### src/rtl/float_mult_result_fifo.sv
// Result buffer for a float multiplier: FIFO of {product, flags} with sticky flag accumulation.
// Optional FLOAT_MULT_SAT_EN stores overflow/underflow results as saturated max-finite / signed zero.
module float_mult_result_fifo #(
   parameter int FLOAT_SIZE    = 32,
   parameter int EXPONENT_SIZE = 8,
   parameter int MANTISSA_SIZE = 23,
   parameter int DEPTH         = 4
) (
   input  logic                       clk,
   input  logic                       reset,
   input  logic                       in_valid,
   output logic                       in_ready,
   input  logic [FLOAT_SIZE-1:0]      in_data,
   input  logic                       in_overflow,
   input  logic                       in_underflow,
   input  logic                       in_inexact,
   output logic                       out_valid,
   input  logic                       out_ready,
   output logic [FLOAT_SIZE-1:0]      out_data,
   output logic [2:0]                 out_flags,
   output logic [2:0]                 sticky_flags,
   input  logic                       clear_sticky,
   output logic [$clog2(DEPTH):0]     count
);

   localparam int PTR_W = $clog2(DEPTH);
   localparam int CNT_W = PTR_W + 1;

   logic [FLOAT_SIZE-1:0] data_mem_q [DEPTH];
   logic [2:0]            flags_mem_q [DEPTH];

   logic [PTR_W-1:0]      wr_ptr_q, wr_ptr_d;
   logic [PTR_W-1:0]      rd_ptr_q, rd_ptr_d;
   logic [CNT_W-1:0]      count_q, count_d;
   logic [2:0]            sticky_q, sticky_d;

   logic                  push;
   logic                  pop;
   logic [2:0]            in_flags;
   logic                  in_sign;
   logic [EXPONENT_SIZE-1:0] in_exp;
   logic [MANTISSA_SIZE-1:0] in_mant;
   logic [FLOAT_SIZE-1:0] wr_data_d;

   // Readiness comes from registered occupancy only, so out_ready never feeds in_ready.
   assign in_ready  = (count_q != CNT_W'(DEPTH));
   assign out_valid = (count_q != '0);
   assign push      = in_valid && in_ready;
   assign pop       = out_valid && out_ready;
   assign in_flags  = {in_overflow, in_underflow, in_inexact};

   assign in_sign = in_data[FLOAT_SIZE-1];
   assign in_exp  = in_data[MANTISSA_SIZE +: EXPONENT_SIZE];
   assign in_mant = in_data[MANTISSA_SIZE-1:0];

   always_comb begin
      wr_data_d = {in_sign, in_exp, in_mant};
`ifdef FLOAT_MULT_SAT_EN
      if (in_overflow) begin
         wr_data_d = {in_sign, {(EXPONENT_SIZE-1){1'b1}}, 1'b0, {MANTISSA_SIZE{1'b1}}};
      end else if (in_underflow) begin
         wr_data_d = {in_sign, {(FLOAT_SIZE-1){1'b0}}};
      end
`endif
   end

   always_comb begin
      wr_ptr_d = wr_ptr_q;
      rd_ptr_d = rd_ptr_q;
      count_d  = count_q;
      if (push) wr_ptr_d = wr_ptr_q + 1'b1;
      if (pop)  rd_ptr_d = rd_ptr_q + 1'b1;
      case ({push, pop})
         2'b10:   count_d = count_q + 1'b1;
         2'b01:   count_d = count_q - 1'b1;
         default: count_d = count_q;
      endcase
   end

   // A clear coinciding with a push leaves exactly that push's flags.
   always_comb begin
      sticky_d = sticky_q;
      if (clear_sticky) sticky_d = 3'b000;
      if (push)         sticky_d = sticky_d | in_flags;
   end

   always_ff @(posedge clk) begin
      if (reset) begin
         wr_ptr_q <= '0;
         rd_ptr_q <= '0;
         count_q  <= '0;
         sticky_q <= '0;
      end else begin
         wr_ptr_q <= wr_ptr_d;
         rd_ptr_q <= rd_ptr_d;
         count_q  <= count_d;
         sticky_q <= sticky_d;
      end
   end

   // Storage needs no reset: occupancy gates every read.
   always_ff @(posedge clk) begin
      if (push) begin
         data_mem_q[wr_ptr_q]  <= wr_data_d;
         flags_mem_q[wr_ptr_q] <= in_flags;
      end
   end

   assign out_data     = out_valid ? data_mem_q[rd_ptr_q]  : '0;
   assign out_flags    = out_valid ? flags_mem_q[rd_ptr_q] : 3'b000;
   assign sticky_flags = sticky_q;
   assign count        = count_q;

endmodule

### config.mk
export PLATFORM = sky130hd
export DESIGN_NAME = float_mult_result_fifo
export DESIGN_NICKNAME = d
export VERILOG_FILES = /design/src/rtl/float_mult_result_fifo.sv
export SDC_FILE = /design/constraint.sdc
export NUM_CORES = 1
export LEC_CHECK = 0
export CAP_MARGIN = 10
export CORE_ASPECT_RATIO = 2
export CORE_MARGIN = 3
export CORE_UTILIZATION = 49
export CTS_CLUSTER_DIAMETER = 150
export CTS_CLUSTER_SIZE = 30
export DETAILED_ROUTE_END_ITERATION = 7
export PLACE_DENSITY = 0.76
export SLEW_MARGIN = 0
export SYNTH_ARGS = -nofsm -noshare
export SYNTH_HDL_FRONTEND = slang
export SYNTH_SLANG_ARGS = --single-unit
### constraint.sdc
create_clock -name clk -period 2.4 [get_ports clk]
set_clock_uncertainty 0.15 [all_clocks]
set_input_delay 0.36 -clock clk [delete_from_list [all_inputs] [get_ports clk]]
set_output_delay 0.36 -clock clk [all_outputs]
set_load 0.02 [all_outputs]
==> key figures <==
Run status
  – Outcome: completed

Synth
  – Largest family of logic cells by synthesized area: multiplexers
  – Largest cells by area after synthesis: edfxtp_1 (72%), mux4_2 (13%), dfxtp_1 (4.1%)
  – Post-Synth Simple-Gate Area: under 10%
  – Asr flop ratio synth: 0%
  – Gate Count Post-Synth: 289
  – Yosys top cell area share: 71.5%
  – Distinct cell type count of the synthesized netlist: 28
  – Top FF cell, synth: edfxtp_1
  – Yosys warning count: 0
  – Register area share after synthesis: 75.6%
  – Compound-Gate Fraction of Synth Area: less than 1%
  – Adder-Cell Fraction of Synth Area: about 1.4%
  – Synthesized flop and latch total: approximately 150
  – Syn Area/Cell: about 20 um2
  – Area leader, netlist: edfxtp_1
  – Mux contribution to synthesized area: about 14%
  – Post-Synthesis Cell Area: a little under 6000 um2
  – Number of synthesized flops with an enable pin: between 100 and 150
  – Synthesized Nets: roughly 340
  – Xor and xnor fraction of the mapped netlist area: 0.447%

Floorplanning
  – Initial cell density of the core: between 50% and 60%
  – IO Pins: 83
  – Core ar.: roughly 12000 um2
  – Vert. Die Dim: 161 um
  – Number of core rows: 56
  – Area of the die: around 13000 um2
  – Die width: roughly 83 um

GRT
  – GRT Overall Usage: a little under a fifth
  – Vias in the first global route: about 3400
  – GR Overflow Total: 0
  – First-pass GRT wire length: around 18000 um
  – Initial antenna violation count: 0
  – Largest net degree at the start of global routing: 36

Power
  – Switching share of power: between 20% and 30%
  – Clock power share: a little under a third
  – Peak VDD IR: 0.751 mV
  – Sw power: between 2 and 3 mW
  – Int Pwr: 6.53 mW
  – PwrDens: 1220 nW/um2
  – Sequential group share of total power: about 36%
  – Tot Pwr: around 9.3 mW
  – Combinational group share of total power: between 30% and 40%
  – Cell leakage power: approximately 2.6 nW

Clock tree
  – Clock-pin slew on the worst setup and hold paths: ~60 ps
  – Num CTS Buffers: 17
  – Worst skew pair latency: 410 ps
  – CTS Buffer Depth: 2
  – Htree depth: 4
  – Hold Buf Count CTS: 0
  – Clock root buffer: clkbuf_16
  – CTS tree: done
  – Number of clock sinks: 152

Worst hold path
  – Hold WC Path Type: flop to flop
  – Hold path cells: 2

Worst setup path
  – Cells along the critical path: or3b_4 -> and2_4 -> inv_2 -> ha_4 -> inv_2 -> fa_2 -> xor2_1 -> or3_4 -> a21oi_2
  – Worst setup SP type: flop
  – Critical path type: flop to flop
  – Worst setup EP type: flop
  – Worst EP arrival: around 2500 ps
  – Critical Path Max Stage Delay: about 390 ps
  – Critical path peak fanout: 5
  – Slowest CP cell: or3b_4
  – Critical path's most frequent cell: inv_2
  – Data required, critical path: around 2600 ps
  – R2R cell count: 9

Routing
  – Wire length per cell: around 21 um
  – Routed vias: around 3000
  – Initial drt markers: 190
  – Post-Route WL: between 10000 and 15000 um
  – Pre-antenna DRT Iters: 4
  – Drt via density: ~5.4
  – Number of routed nets with antenna violations: 0
  – Remaining DRCs: 0

STA
  – Fin Hold WS: about 340 ps
  – Crit path time final: roughly 2300 ps
  – Final hold viol count: 0
  – Slew HR: approximately 70%
  – RSZ-0062 raised after global routing: true
  – Max-slew violations: 0
  – Actual slew at the worst max-slew pin: between 400 and 500 ps
  – Period utilisation layout: 97.7%
  – Endpoints failing setup: 0
  – Setup_tns: 0 ps
  – Setup slack after layout: about 56 ps
  – Max Clk Rate: 0.427 GHz

Placed design
  – Port buffer count: between 80 and 90
  – Post-placement setup slack: -53.6 ps
  – Routability-driven placement congestion ratio: between 0.7 and 0.8
  – DP Wirelength: roughly 6800 um
  – Placed cell count: between 500 and 600
  – Area post-placement: ~7000 um2

Finish
  – Area Overhead vs Synth: 30.1%
  – Commonest cells after routing, fill and taps aside: edfxtp_1 (140), clkdlybuf4s50_1 (46), mux4_2 (35)
  – Final std cells w/o fill: roughly 560
  – Multi-input logic area: approximately 1400 um2
  – Diodes inserted: 0
  – FF+latch area: roughly 4500 um2
  – Final design utilization: 65.4%
  – FILL cells: between 700 and 800
  – Ratio of cells with drive above 1 in the final layout: 34.8%
  – Nets: between 400 and 500
  – Commonest non-fill, non-tap cell in the layout: edfxtp_1
  – Final Instance Area: about 7600 um2

Job
  – Max cap viols: 0
## power groups by stage
stage / clock (mW) / combinational [mW] / sequential [mW]
2_1_floorplan: 0 / 1.80 / 3.35
3_3_place_gp: 0 / 3.18 / 3.35
3_5_place_dp: 0 / 3.21 / 3.37
4_1_cts: 2.93 / 3.12 / 3.34
5_1_grt: 3.05 / 3.31 / 3.36
6_report: 2.89 / 3.09 / 3.34
## final cells by class
| type | instances | area share, % |
|---|---|---|
| sequential | 152 | 58.3 |
| multi-input combinational | 115 | 17.9 |
| timing repair buffer | 105 | 12.5 |
| clock buffer | 17 | 5.56 |
| clock inverter | 14 | 2.91 |
| tap | 145 | 2.37 |
| inverter | 8 | 0.393 |
## cell usage after synthesis (2+ instances only)
master	count
buf_1	2
mux4_2	35
dfxtp_1	12
buf_4	3
nand2b_1	5
and3_2	4
clkbuf_1	6
ha_1	5
a21oi_1	6
xor2_1	3
inv_1	8
nand3_1	3
o21ai_0	2
edfxtp_1	140
nor2_1	7
nor2b_1	35
buf_2	2
## repair_timing
action	CTS	global route
gates resized for setup	136	7
setup buffers	1	2
gates cloned	1	1
pin swaps	1	0
endpoints found under the setup margin	37	7
## cell families (layout without fill, tap and decap cells)
logic type / count (synthesis) / after routing
DFF: 152 / 152
and+or+nand+nor: 60 / 60
adders and majority gates: 6 / 6
muxes: 37 / 37
buffers and inverters: 22 / 144
AOI/OAI and AO/OA: 9 / 9
xor gates and xnor gates: 3 / 3
## state kept, by name, summed over array words and instances, names as in the netlist, named ones only
name,cells
count,3
sticky_flags,3
flags_mem_q,12
rd_ptr_q,2
wr_ptr_q,2
data_mem_q,128
## worst paths after layout
check	start	to	slack, ps
setup / recovery	count[2]	count[2]	60
hold / removal	sticky_flags[2]	sticky_flags[2]	340
setup reg to reg	count[2]	count[2]	60
hold reg to reg	sticky_flags[2]	sticky_flags[2]	340
## layer usage
| metal | part of all wire [%] | routed length [um] | vias up | track usage, % |
|---|---|---|---|---|
| li1 | - | - | 1358 | - |
| met1 | 37 | 4290 | 1565 | 20.8 |
| met2 | 57 | 6560 | 73 | 32.9 |
| met3 | 3.8 | 435 | 19 | 4.77 |
| met4 | 2.2 | 252 | 0 | 7.61 |
| met5 | 0 | 0 | - | 0 |
## critical path: cells and delay by family (launching register included)
| family | cells | cell delay, ps |
|---|---|---|
| buf+inv | 2 | 90 |
| flops | 1 | 380 |
| fa+ha+maj | 2 | 470 |
| simple gates | 3 | 870 |
| xor+xnor | 1 | 180 |
| compound gates | 1 | 130 |
Power figures use the tool's default switching activity.
